### src/rtl/demod_pkg.sv
// Shared types for the demodulator sweep logic.
// State encoding and default datapath widths.
package demod_pkg;

  localparam int DEF_WIDTH_AMP  = 10;
  localparam int DEF_WIDTH_STEP = 8;

  typedef enum logic [2:0] {
    ST_IDLE,
    ST_SETTLE,
    ST_ACCUM,
    ST_REPORT,
    ST_DONE
  } state_t;

endpackage

### src/rtl/amp_averager.sv
// Accumulates 2^AVG_LOG2 amplitude samples.
// full flags that the next strobe completes the window.
module amp_averager
  import demod_pkg::*;
#(
  parameter int WIDTH_AMP = DEF_WIDTH_AMP,
  parameter int AVG_LOG2  = 2
) (
  input  logic                 clk,
  input  logic                 rst,
  input  logic                 clear,
  input  logic                 strobe,
  input  logic [WIDTH_AMP-1:0] amp,
  output logic [WIDTH_AMP-1:0] avg,
  output logic                 full
);

  localparam int AW = WIDTH_AMP + AVG_LOG2;
  localparam int CW = AVG_LOG2 + 1;
  localparam logic [CW-1:0] LAST =
    CW'((1 << AVG_LOG2) - 1);

  logic [AW-1:0] acc;
  logic [CW-1:0] cnt;

  // sum and count samples; clear restarts the window
  always_ff @(posedge clk) begin
    if (rst || clear) begin
      acc <= '0;
      cnt <= '0;
    end else if (strobe) begin
      acc <= acc + AW'(amp);
      cnt <= cnt + 1'b1;
    end
  end

  assign avg  = acc[AW-1:AVG_LOG2];
  assign full = (cnt == LAST);

endmodule

### src/rtl/sweep_controller.sv
// Steps the DDS through a sweep, averaging the
// approximator amplitude at each step and tracking the peak.
module sweep_controller
  import demod_pkg::*;
#(
  parameter int WIDTH_AMP  = DEF_WIDTH_AMP,
  parameter int WIDTH_STEP = DEF_WIDTH_STEP,
  parameter int SETTLE     = 2,
  parameter int AVG_LOG2   = 2,
  parameter int STEP_RESET = 1
) (
  input  logic                  clk,
  input  logic                  rst,
  input  logic                  start,
  input  logic                  abort,
  input  logic [WIDTH_STEP-1:0] step_first,
  input  logic [WIDTH_STEP-1:0] step_last,
  input  logic [WIDTH_STEP-1:0] step_inc,
  input  logic [WIDTH_AMP-1:0]  amp,
  input  logic                  amp_valid,
  output logic                  adc_go,
  output logic [WIDTH_STEP-1:0] module_step,
  output logic                  busy,
  output logic                  meas_valid,
  output logic [WIDTH_STEP-1:0] meas_step,
  output logic [WIDTH_AMP-1:0]  meas_amp,
  output logic [WIDTH_STEP-1:0] peak_step,
  output logic [WIDTH_AMP-1:0]  peak_amp,
  output logic                  done
);

  localparam int WS = WIDTH_STEP;
  localparam int SW = $clog2(SETTLE + 1);
  localparam logic [SW-1:0] SETTLE_LAST =
    SW'(SETTLE - 1);

  state_t          state;
  logic [SW-1:0]   scnt;
  logic [WS-1:0]   last_q;
  logic [WS-1:0]   inc_q;
  logic [WS:0]     next_step;
  logic            stop;
  logic            avg_clear;
  logic            avg_strobe;
  logic            avg_full;
  logic [WIDTH_AMP-1:0] avg;

  // carry bit catches wrap past the top of the step range
  assign next_step = {1'b0, module_step} + {1'b0, inc_q};
  assign stop = (inc_q == '0) || next_step[WS] ||
                (next_step[WS-1:0] > last_q);

  assign avg_strobe = amp_valid && !abort &&
                      (state == ST_ACCUM);
  assign avg_clear  = amp_valid && !abort &&
                      (state == ST_SETTLE) &&
                      (scnt == SETTLE_LAST);

  amp_averager #(
    .WIDTH_AMP (WIDTH_AMP),
    .AVG_LOG2  (AVG_LOG2)
  ) u_avg (
    .clk    (clk),
    .rst    (rst),
    .clear  (avg_clear),
    .strobe (avg_strobe),
    .amp    (amp),
    .avg    (avg),
    .full   (avg_full)
  );

  // sweep sequencer with registered outputs
  always_ff @(posedge clk) begin
    if (rst) begin
      state       <= ST_IDLE;
      module_step <= WS'(STEP_RESET);
      busy        <= 1'b0;
      adc_go      <= 1'b0;
      meas_valid  <= 1'b0;
      meas_step   <= '0;
      meas_amp    <= '0;
      peak_step   <= '0;
      peak_amp    <= '0;
      done        <= 1'b0;
      scnt        <= '0;
      last_q      <= '0;
      inc_q       <= '0;
    end else begin
      meas_valid <= 1'b0;
      done       <= 1'b0;
      if (abort && (state != ST_IDLE)) begin
        state  <= ST_IDLE;
        busy   <= 1'b0;
        adc_go <= 1'b0;
      end else begin
        unique case (state)
          ST_IDLE: begin
            if (start && !abort) begin
              module_step <= step_first;
              last_q      <= step_last;
              inc_q       <= step_inc;
              peak_step   <= '0;
              peak_amp    <= '0;
              scnt        <= '0;
              busy        <= 1'b1;
              adc_go      <= 1'b1;
              state       <= ST_SETTLE;
            end
          end
          ST_SETTLE: begin
            if (amp_valid) begin
              if (scnt == SETTLE_LAST) begin
                scnt  <= '0;
                state <= ST_ACCUM;
              end else begin
                scnt <= scnt + 1'b1;
              end
            end
          end
          ST_ACCUM: begin
            if (amp_valid && avg_full) begin
              state <= ST_REPORT;
            end
          end
          ST_REPORT: begin
            meas_valid <= 1'b1;
            meas_step  <= module_step;
            meas_amp   <= avg;
            if (avg > peak_amp) begin
              peak_amp  <= avg;
              peak_step <= module_step;
            end
            if (stop) begin
              adc_go <= 1'b0;
              state  <= ST_DONE;
            end else begin
              module_step <= next_step[WS-1:0];
              scnt        <= '0;
              state       <= ST_SETTLE;
            end
          end
          ST_DONE: begin
            done   <= 1'b1;
            busy   <= 1'b0;
            adc_go <= 1'b0;
            state  <= ST_IDLE;
          end
          default: state <= ST_IDLE;
        endcase
      end
    end
  end

endmodule

### config.mk
export PLATFORM = sky130hd
export DESIGN_NAME = sweep_controller
export DESIGN_NICKNAME = d
export VERILOG_FILES = /design/src/rtl/demod_pkg.sv /design/src/rtl/amp_averager.sv /design/src/rtl/sweep_controller.sv
export SDC_FILE = /design/constraint.sdc
export NUM_CORES = 1
export LEC_CHECK = 0
export ABC_AREA = 1
export CORE_MARGIN = 2
export CORE_UTILIZATION = 35
export CTS_CLUSTER_DIAMETER = 80
export DETAILED_ROUTE_END_ITERATION = 6
export PLACE_DENSITY = 0.68
export SYNTH_ARGS = -nofsm -noshare
export SYNTH_HDL_FRONTEND = slang
export SYNTH_SLANG_ARGS = --single-unit
export TNS_END_PERCENT = 20
### constraint.sdc
create_clock -name clk -period 4.1 [get_ports clk]
set_input_delay 0.82 -clock clk [delete_from_list [all_inputs] [get_ports clk]]
set_output_delay 0.82 -clock clk [all_outputs]
set_load 0.05 [all_outputs]
==> flow_metrics.tcl, run 1 <==
set metrics [dict create \
    nFillCells 1420 \
    yosysMostFrequentCell "sky130_fd_sc_hd__nand2_1" \
    grt_overflow_total 0 \
    die_area_um2 14800 \
    clk_pin_slew_worst_paths_ns 0.07 \
    port-buffer-count 86 \
    post-synth-top-area-cell "sky130_fd_sc_hd__dfxtp_1" \
    floorplan.initialDensity_pct 35.4 \
    synth.area.top_cells "sky130_fd_sc_hd__dfxtp_1 35%, sky130_fd_sc_hd__nand2_1 14%, sky130_fd_sc_hd__ha_1 9.8%" \
    report.power.total_mw 3.15 \
    cell_internal_pwr_mw 1.89 \
    mappedNetlistArea_um2 4850 \
    path_max_fanout 18 \
    setup_tns_ns 0 \
    die_x_um 122 \
    cts_hold_repair.buffers 0 \
    synth_enable_flop_cells 0 \
    synth_cell_types 39 \
    syn-num-nets 778 \
    postSynth.asyncResetShare_pct 0 \
    hold_ws_ns 0.455 \
    worst_ep_arrival_time_ns 3.37 \
    area_taken_by_multi_input_logic_gates_um2 2690 \
    worst_ep_required_time_ns 4.32 \
    detail-route-antenna-nets 0 \
    htree_num_levels 3 \
    final_period_minus_worst_setup_slack_ns 3.15 \
    combinationalPowerShare_pct 40.8 \
    power.static_leakage_nw 2.70 \
    global_route.usage.total_pct 16.8 \
    power_switching_mw 1.26 \
    detailedPlacementHpwl_um 8790 \
    detailroute.via_count 4521 \
    yosys_most_used_dff "sky130_fd_sc_hd__dfxtp_1" \
    cp-end-kind "register" \
    cp_dominant_cell_by_count "sky130_fd_sc_hd__nand2_1" \
    p_per_area_nw_per_um2 516 \
    fp.coreArea_um2 13700 \
    final_layout_size_suffix_gt1_share_pct 4.75 \
    setup_violations 0 \
    outcome "completed" \
    timing.setup.critical_path_class "register to register" \
    synth_sequential_area_ratio_pct 34.7 \
    num-nets-final 853 \
    grt_pass1_wl_um 19600 \
    synthesis.instances 699 \
    maxCapViolCount 0 \
    synth.ff_latch_count 84 \
    dp_cells 943 \
    synth.cells.most_frequent "184 x sky130_fd_sc_hd__nand2_1, 84 x sky130_fd_sc_hd__dfxtp_1, 80 x sky130_fd_sc_hd__a21oi_1, 80 x sky130_fd_sc_hd__inv_1, 70 x sky130_fd_sc_hd__nor2_1" \
    tightestPinTransition_ns 0.653 \
    fmaxAchievable_ghz 0.317 \
    post_cts_sizing_count 0 \
    instances_no_fill 959 \
    die_height_um 122 \
    detail_route.vias_per_cell 4.71 \
    hold_violations 0 \
    synth-warning-count 0 \
    worstHoldPathType "register to register" \
    drt_iter0_markers 218 \
    grt_max_degree 52 \
    ff_latch_area_um2 1680 \
    avgSynthCellArea_um2 6.94 \
    cts_tree "done" \
    clkPwrFrac_pct 26.0 \
    crit_chain "ha_1, fa_1, nand2_1, nand2_1, nand2_1, nand2_1, or2_2, and2_1, ha_1, nand2_1, nor2_1, nand4_1, nand2_1, nand2_1, nand2_2, nand2_1, nand2_1, nand3_1" \
    gp_routability_congestion 0.876 \
    cts_made_buffers 9 \
    timing.critical_path.from_type "register" \
    drc 0 \
    grt_setup_unrepaired "no" \
    slowest_stage "sky130_fd_sc_hd__fa_1" \
    swShare_pct 40.0 \
    vias_in_the_first_global_route 4009 \
    grt_antenna_before_repair 0 \
    tritoncts_num_sinks 84 \
    route.final.wire_length_um 11900 \
    rows 43 \
    drv_slew 0 \
    worst_clock_skew_ns 0.00706 \
    syn_to_final_growth_pct 25.8 \
    detailedRoute.firstPassIterationCount 4 \
    clockRootBuffer "sky130_fd_sc_hd__clkbuf_16" \
    max_stage_delay_ns 0.42 \
    cts.path.max_buffers 2 \
    io_pins 87 \
    routedWlPerCell_um 12.5 \
    slew-limit-headroom_pct 56.3 \
    worstSkewPairLatency_ns 0.34 \
    cts_setup_buffers 0 \
    netlist.area_leader.share_pct 34.7 \
    seq_power_share_pct 33.2 \
    fin_crit_sh_pct 76.9 \
    antenna-diode-count 0 \
    max-vdd-ir-drop_mv 0.241 \
]
==> final timing paths <==
| path | from | to | slack (ns) | cells past startpoint |
|---|---|---|---|---|
| max | module_step[0] | module_step[0] | 0.95 | 18 |
| max reg2reg | module_step[0] | module_step[0] | 0.95 | 18 |
| min reg2reg | scnt[1] | scnt[1] | 0.46 | 2 |
| min | scnt[1] | scnt[1] | 0.46 | 2 |
==> area by class of cell <==
| type | instances | area share [%] |
|---|---|---|
| multi-input combinational | 506 | 44.0 |
| sequential | 84 | 27.6 |
| timing repair buffer | 92 | 14.8 |
| inverter | 81 | 4.98 |
| clock buffer | 9 | 3.69 |
| tap | 180 | 3.69 |
| clock inverter | 7 | 1.21 |
==> critical path, delay by kind of cell, from the launching register on <==
kind	cells	cell delay, ns
simple gates	15	1.72
flops	1	0.37
fa+ha+maj	3	0.94
==> power by group through the flow <==
stage | clock, mW | combinational, mW | sequential (mW)
after floorplan | 0 | 0.775 | 1.26
after global placement | 0 | 1.27 | 1.07
after detailed placement | 0 | 1.28 | 1.07
after CTS | 0.842 | 1.29 | 1.05
after global routing | 0.872 | 1.44 | 1.06
final | 0.820 | 1.28 | 1.05
==> sequential cells by signal, indices dropped and copies added (netlist names), 2 cells and up <==
register and flops:
u_avg.acc 12, peak_amp 10, meas_step 8, last_q 8, meas_amp 10, state 3, module_step 8, scnt 2
u_avg.cnt 3, inc_q 8, peak_step 8
==> logic make-up after synthesis <==
logic type | count (synthesis) | synth area share (%)
compound gates | 128 | 14.3
simple gates | 330 | 29.0
buf+inv | 109 | 9.93
xor+xnor | 7 | 1.26
flops | 84 | 34.7
fa+ha+maj | 40 | 10.6
mux | 1 | 0.206
==> metrics by stage <==
step	cell area (um^2)	util (%)	setup slack [ns]
2_1_floorplan	4850	-	1.02
3_5_place_dp	5800	42.3	0.954
5_1_grt	6100	44.5	0.631
6_report	6100	44.5	0.948
4_1_cts	6100	44.5	0.934
3_3_place_gp	5800	42.3	0.988
==> routing by layer <==
layer / vias to the layer above / share of wire (%) / global-route usage, %
li1: 2408 / - / -
met1: 2005 / 48 / 22.5
met2: 98 / 46 / 27.1
met3: 10 / 5.0 / 3.60
met4: 0 / 1.3 / 5.24
met5: - / 0 / 0
==> placed cells by master, fill, tap and decap left out, types with 2 or more instances in the layout <==
master,synthesis,final
sky130_fd_sc_hd__a211oi_1,3,3
sky130_fd_sc_hd__a21o_1,3,3
sky130_fd_sc_hd__a21oi_1,80,80
sky130_fd_sc_hd__and2_1,4,4
sky130_fd_sc_hd__buf_4,2,6
sky130_fd_sc_hd__clkbuf_16,0,9
sky130_fd_sc_hd__clkdlybuf4s50_1,0,86
sky130_fd_sc_hd__clkinv_2,0,2
sky130_fd_sc_hd__dfxtp_1,84,84
sky130_fd_sc_hd__fa_1,2,2
sky130_fd_sc_hd__ha_1,38,38
sky130_fd_sc_hd__inv_1,80,80
sky130_fd_sc_hd__inv_6,0,2
sky130_fd_sc_hd__nand2_1,184,184
sky130_fd_sc_hd__nand2_2,3,3
sky130_fd_sc_hd__nand3_1,42,42
sky130_fd_sc_hd__nand3_2,2,2
sky130_fd_sc_hd__nand3b_1,5,5
sky130_fd_sc_hd__nand4_1,6,6
sky130_fd_sc_hd__nor2_1,70,70
sky130_fd_sc_hd__nor2_4,2,2
sky130_fd_sc_hd__nor3_1,5,5
sky130_fd_sc_hd__o211ai_1,5,5
sky130_fd_sc_hd__o21a_1,3,3
sky130_fd_sc_hd__o21ai_0,28,28
sky130_fd_sc_hd__o21ai_1,2,2
sky130_fd_sc_hd__or2_2,3,3
sky130_fd_sc_hd__xnor2_1,2,2
sky130_fd_sc_hd__xor2_1,5,5
Note: power is estimated with default switching activity, not from simulation.
==> inputs of run 2 (changes only) <==
- PLACE_DENSITY: 0.68 -> 0.7
- clock period: 4.1 -> 2.9 ns (I/O delays scaled with it)
==> run 2 against run 1 <==
Effect of this change:
- critical path type unchanged
- register-to-register slack got worse by 0.72 ns
- clock skew fell by 0.0017 ns
- sequential power rose by 38%
- critical path depth did not move
- combinational power rose by 55%
- clock power rose by 32%
- final area rose by 2.3%
==> flow_metrics.tcl, run 2 (synthesized netlist as in run 1, its figures left out) <==
set metrics [dict create \
    outcome "completed" \
    grt_use_met3_pct 3.18 \
    setup_tns_ns 0 \
    detailedPlacementHpwl_um 8960 \
    hold-path-cell-count 2 \
    grt_overflow_total 0 \
    fin_crit_sh_pct 92.2 \
    die_x_um 122 \
    floorplan.initialDensity_pct 35.4 \
    slew-limit-headroom_pct 57.6 \
    gr_met1_demand_resource_pct 22.2 \
    drt_iter0_markers 214 \
    worst_ep_arrival_time_ns 2.92 \
    port-buffer-count 86 \
    top_usage_layer "met2" \
    worst_ep_required_time_ns 3.15 \
    place_ws_ns 0.00705 \
    cts.path.max_buffers 2 \
    finish.utilization_pct 45.5 \
    route.final.wire_length_um 12100 \
    slowest_stage "sky130_fd_sc_hd__fa_2" \
    detail-route-antenna-nets 0 \
    tightestPinTransition_ns 0.633 \
    final_period_minus_worst_setup_slack_ns 2.67 \
    path_max_fanout 5 \
    final_layout_size_suffix_gt1_share_pct 7.43 \
    maxCapViolCount 0 \
    worstHoldPathType "register to register" \
    timing.setup.critical_path_class "register to register" \
    max_stage_delay_ns 0.33 \
    vias_in_the_first_global_route 4182 \
    htree_num_levels 3 \
    die_height_um 122 \
    rows 43 \
    grt_antenna_before_repair 0 \
    grt_max_degree 52 \
    antenna-diode-count 0 \
    tritoncts_num_sinks 84 \
    detailroute.via_count 4562 \
    detailedRoute.firstPassIterationCount 4 \
    p_per_area_nw_per_um2 726 \
    ff2ff_path_depth 18 \
    clockRootBuffer "sky130_fd_sc_hd__clkbuf_16" \
    global_route.usage.total_pct 17.2 \
    worstSkewPairLatency_ns 0.35 \
    die_area_um2 14800 \
    r2r-start "module_step[0]" \
    cp_dominant_cell_by_count "sky130_fd_sc_hd__nand2_1" \
    layout.cells.most_common_list "181 x sky130_fd_sc_hd__nand2_1, 86 x sky130_fd_sc_hd__clkdlybuf4s50_1, 83 x sky130_fd_sc_hd__dfxtp_1" \
    hold-path-endpoint "scnt[1]" \
    power.static_leakage_nw 2.78 \
    worst_clock_skew_ns 0.00538 \
    io_pins 87 \
    registers.top_by_ff_count "u_avg.acc" \
    hold_violations 0 \
    syn_to_final_growth_pct 28.7 \
    cts_made_buffers 9 \
    cp.buffers_inverters 0 \
    cp-end-kind "register" \
    largest_register_ffs 12 \
    hold_start "scnt[1]" \
    grt_use_met2_pct 27.9 \
    num-nets-final 869 \
    fmaxAchievable_ghz 0.374 \
    critical-path-top-delay-family "simple AND/OR/NAND/NOR gates" \
    clk_pin_slew_worst_paths_ns 0.06 \
    biggestRegsByFlops "u_avg.acc (12), meas_amp (10), peak_amp (10)" \
    drc 0 \
    r2r_setup_slack_ns 0.23 \
    crit_chain "ha_2, fa_2, nand2_1, nand2_1, nand2_1, nand2_1, or2_2, and2_1, ha_1, nand2_1, nor2_2, nand4_1, nand2_2, nand2_4, nand2_4, nand3_1, nand2_1, nor2_1" \
    timing.critical_path.from_type "register" \
    layout_commonest_cell "sky130_fd_sc_hd__nand2_1" \
    routedWlPerCell_um 12.5 \
    max-vdd-ir-drop_mv 0.364 \
    worst_slack_setup_final_ns 0.226 \
    cts_setup_buffers 0 \
    setup_violations 0 \
    critPathLaunch "module_step[0]" \
    cts_tree "done" \
    drv_slew 0 \
    gp_routability_congestion 0.878 \
    fp.coreArea_um2 13700 \
    cts_hold_repair.buffers 0 \
    r2r_end "scnt[1]" \
    grt_pass1_wl_um 20000 \
    detail_route.vias_per_cell 4.68 \
]
run 2: changes by cell type in the layout (fill, tap and decap cells not counted), moves of 2 or more:
| cell | before | now |
|---|---|---|
| sky130_fd_sc_hd__nand2_4 | 0 | 3 |
| sky130_fd_sc_hd__buf_4 | 6 | 19 |
| sky130_fd_sc_hd__clkbuf_8 | 0 | 2 |
| sky130_fd_sc_hd__nand2_2 | 3 | 5 |
| sky130_fd_sc_hd__nand2_1 | 184 | 181 |
| sky130_fd_sc_hd__inv_6 | 2 | 0 |
run 2: power by group:
group / switching (mW) / total (mW) / internal [mW] / leakage, nW
logic: 1.24 / 1.99 / 0.758 / 1.96
registers: 0.136 / 1.45 / 1.32 / 0.684
clock network: 0.466 / 1.08 / 0.618 / 0.133
run 2: worst max-delay path by stage:
stage / to / cells after the start
after floorplan: module_step[1] / 19
after global placement: module_step[0] / 18
after detailed placement: module_step[0] / 18
after CTS: module_step[0] / 18
after global routing: scnt[1] / 18
final: scnt[1] / 18
run 2: cell type report:
type | count | area [um^2]
timing repair buffer | 106 | 1020
inverter | 81 | 304
tap | 180 | 225
multi-input combinational | 508 | 2730
sequential | 84 | 1680
clock buffer | 11 | 253
fill | 1418 | 7480
clock inverter | 4 | 25.0
run 2: metrics by stage:
step | area, um^2 | hold slack (ns) | total power [mW] | cells
floorplan | 4850 | 0.422 | 2.88 | 699
global placement | 5920 | 0.439 | 3.36 | 957
detailed placement | 5920 | 0.443 | 3.39 | 957
CTS | 6210 | 0.452 | 4.49 | 972
global route | 6240 | 0.476 | 4.86 | 974
finish | 6240 | 0.458 | 4.53 | 974
run 2: metal layers:
metal | wire length, um | vias to the layer above
met5 | 0 | -
met4 | 310 | 0
met3 | 485 | 22
met2 | 5380 | 88
met1 | 5980 | 2006
li1 | - | 2446
run 2: worst min-delay path: cells and delay by family (launching register included):
kind	cells	cell delay, ns
buffers and inverters	1	0.05
AND/OR/NAND/NOR	1	0.04
flip-flops	1	0.32
run 2: repair_timing:
item | in CTS | in global routing
cloned | 0 | 2
endpoints found under the setup margin | 1 | 10
resized for setup | 1 | 8
pin swaps | 0 | 3
==> inputs of run 3 (changes only) <==
- PLACE_DENSITY: 0.7 -> not set
- SLEW_MARGIN: not set -> 15
==> run 3 against run 2 <==
Effect of this change:
- combinational power grew 4%
- register-to-register slack got worse by 0.11 ns
- sequential share of layout area fell by 0.22 points
- sequential power about the same
- non-clock buffer count unchanged
- count of clock-buffer cells in the layout is 2 higher
- via count grew 2.3%
- utilization increased by 0.41 points
- setup slack lost 0.11 ns
- global-route usage grew 0.32 points
- wire length rose by 4.9%
- critical path type unchanged
- critical endpoint is now module_step[1]
- largest cell class unchanged
==> flow_metrics.tcl, run 3 (synthesized netlist as in run 1, its figures left out) <==
set metrics [dict create \
    vias_in_the_first_global_route 4270 \
    layout_commonest_cell "sky130_fd_sc_hd__nand2_1" \
    drt_iter0_markers 213 \
    timing.setup.critical_path_class "register to register" \
    floorplan.initialDensity_pct 35.4 \
    power.static_leakage_nw 2.78 \
    rows 43 \
    cts_hold_repair.buffers 0 \
    worstHoldPathType "register to register" \
    clockRootBuffer "sky130_fd_sc_hd__clkbuf_16" \
    power_switching_mw 1.87 \
    detailedRoute.firstPassIterationCount 5 \
    max-vdd-ir-drop_mv 0.346 \
    biggestRegsByFlops "u_avg.acc (12), meas_amp (10), peak_amp (10)" \
    detailroute.via_count 4669 \
    drv_slew 0 \
    critPathLaunch "module_step[0]" \
    worstSkewPairLatency_ns 0.35 \
    gp_routability_congestion 0.870 \
    die_area_um2 14800 \
    detail_route.vias_per_cell 4.79 \
    fin_crit_sh_pct 96.1 \
    setup_tns_ns 0 \
    grt_pass1_wl_um 20400 \
    outcome "completed" \
    detail-route-antenna-nets 0 \
    slew-limit-headroom_pct 57.1 \
    grt_antenna_before_repair 0 \
    seq_power_share_pct 31.8 \
    swShare_pct 40.8 \
    p_per_area_nw_per_um2 730 \
    maxCapViolCount 0 \
    cp-end-kind "register" \
    cts_made_buffers 9 \
    fp.coreArea_um2 13700 \
    grt_max_degree 52 \
    hold_start "meas_step[4]" \
    r2r-start "module_step[0]" \
    route.final.wire_length_um 12700 \
    timing.critical_path.from_type "register" \
    clk_pin_slew_worst_paths_ns 0.06 \
    htree_num_levels 3 \
    port-buffer-count 86 \
    grt_overflow_total 0 \
    setup_violations 0 \
    antenna-diode-count 0 \
    detailedPlacementHpwl_um 9360 \
    nFillCells 1419 \
    registers.top_by_ff_count "u_avg.acc" \
    cell_internal_pwr_mw 2.72 \
    num-nets-final 869 \
    die_height_um 122 \
    global_route.usage.total_pct 17.5 \
    combinationalPowerShare_pct 44.8 \
    die_x_um 122 \
    routedWlPerCell_um 13.1 \
    fmaxAchievable_ghz 0.359 \
    worst_ep_required_time_ns 3.14 \
    io_pins 87 \
    layout.cells.most_common_list "179 x sky130_fd_sc_hd__nand2_1, 86 x sky130_fd_sc_hd__clkdlybuf4s50_1, 82 x sky130_fd_sc_hd__dfxtp_1" \
    path_max_fanout 5 \
    cts_tree "done" \
    clkPwrFrac_pct 23.4 \
    drc 0 \
    worst_clock_skew_ns 0.00936 \
    final_period_minus_worst_setup_slack_ns 2.79 \
    dp_cells 955 \
    syn_to_final_growth_pct 29.9 \
    hold_violations 0 \
    cts.path.max_buffers 2 \
    instances_no_fill 974 \
    final_layout_size_suffix_gt1_share_pct 8.19 \
    worst_ep_arrival_time_ns 3.03 \
    tritoncts_num_sinks 84 \
    largest_register_ffs 12 \
    tightestPinTransition_ns 0.641 \
]
[run 3: what timing repair did]
action / 4_1_cts / 5_1_grt
buffers inserted: 0 / 2
setup endpoints to repair: 10 / 13
pin swaps: 0 / 6
cloned: 0 / 2
resized for setup: 1 / 20
[run 3: routing by layer]
| layer | GRT usage, % | part of all wire (%) | vias up |
|---|---|---|---|
| met3 | 3.23 | 4.3 | 14 |
| met4 | 6.32 | 1.8 | 0 |
| met1 | 22.8 | 48 | 2100 |
| li1 | - | - | 2447 |
| met2 | 29.0 | 46 | 108 |
| met5 | 0 | 0 | - |
[run 3: stage by stage]
step | power, mW | hold slack (ns) | area [um^2] | worst slack, ns | utilization (%)
after CTS | 4.51 | 0.460 | 6200 | 0.0459 | 45.2
after global placement | 3.37 | 0.438 | 5920 | 0.0508 | 43.2
after floorplan | 2.88 | 0.422 | 4850 | 0.000476 | -
final | 4.60 | 0.461 | 6300 | 0.113 | 45.9
after detailed placement | 3.41 | 0.454 | 5920 | -0.0413 | 43.2
after global routing | 4.92 | 0.476 | 6300 | -0.00631 | 45.9
[run 3: final timing paths]
check | cells past startpoint | slack [ns] | endpoint
worst max-delay path | 19 | 0.11 | module_step[1]
worst min-delay path | 2 | 0.46 | meas_step[4]
worst max register to register | 19 | 0.11 | module_step[1]
worst min register to register | 2 | 0.46 | meas_step[4]
[run 3: area by class of cell]
class	count	area, um^2	share of cell area [%]
Sequential cell	84	1680	26.7
Timing Repair Buffer	106	1040	16.5
Inverter	81	304	4.83
Clock buffer	13	260	4.13
Multi-Input combinational cell	508	2780	44.1
Clock inverter	2	10.0	0.159
Tap cell	180	225	3.57
[run 3: critical path, cell delays in order, from the launching register on]
cell	delay, ns
sky130_fd_sc_hd__dfxtp_2	0.34
sky130_fd_sc_hd__ha_4	0.17
sky130_fd_sc_hd__fa_2	0.36
sky130_fd_sc_hd__nand2_1	0.07
sky130_fd_sc_hd__nand2_1	0.05
sky130_fd_sc_hd__nand2_1	0.06
sky130_fd_sc_hd__nand2_2	0.06
sky130_fd_sc_hd__or2_2	0.29
sky130_fd_sc_hd__and2_4	0.14
sky130_fd_sc_hd__ha_1	0.26
sky130_fd_sc_hd__nand2_1	0.06
sky130_fd_sc_hd__nor2_2	0.12
sky130_fd_sc_hd__nand2_1	0.06
sky130_fd_sc_hd__nand2_1	0.07
sky130_fd_sc_hd__nand2_2	0.08
sky130_fd_sc_hd__nand2_4	0.13
sky130_fd_sc_hd__nand2_8	0.09
sky130_fd_sc_hd__buf_6	0.14
sky130_fd_sc_hd__a21oi_2	0.11
sky130_fd_sc_hd__nor2_1	0.05
[run 3: power groups by stage]
stage	Sequential, mW	Clock, mW	Combinational [mW]
global route	1.48	1.15	2.29
global placement	1.48	0	1.89
detailed placement	1.48	0	1.93
finish	1.46	1.08	2.06
floorplan	1.78	0	1.10
CTS	1.46	1.10	1.95
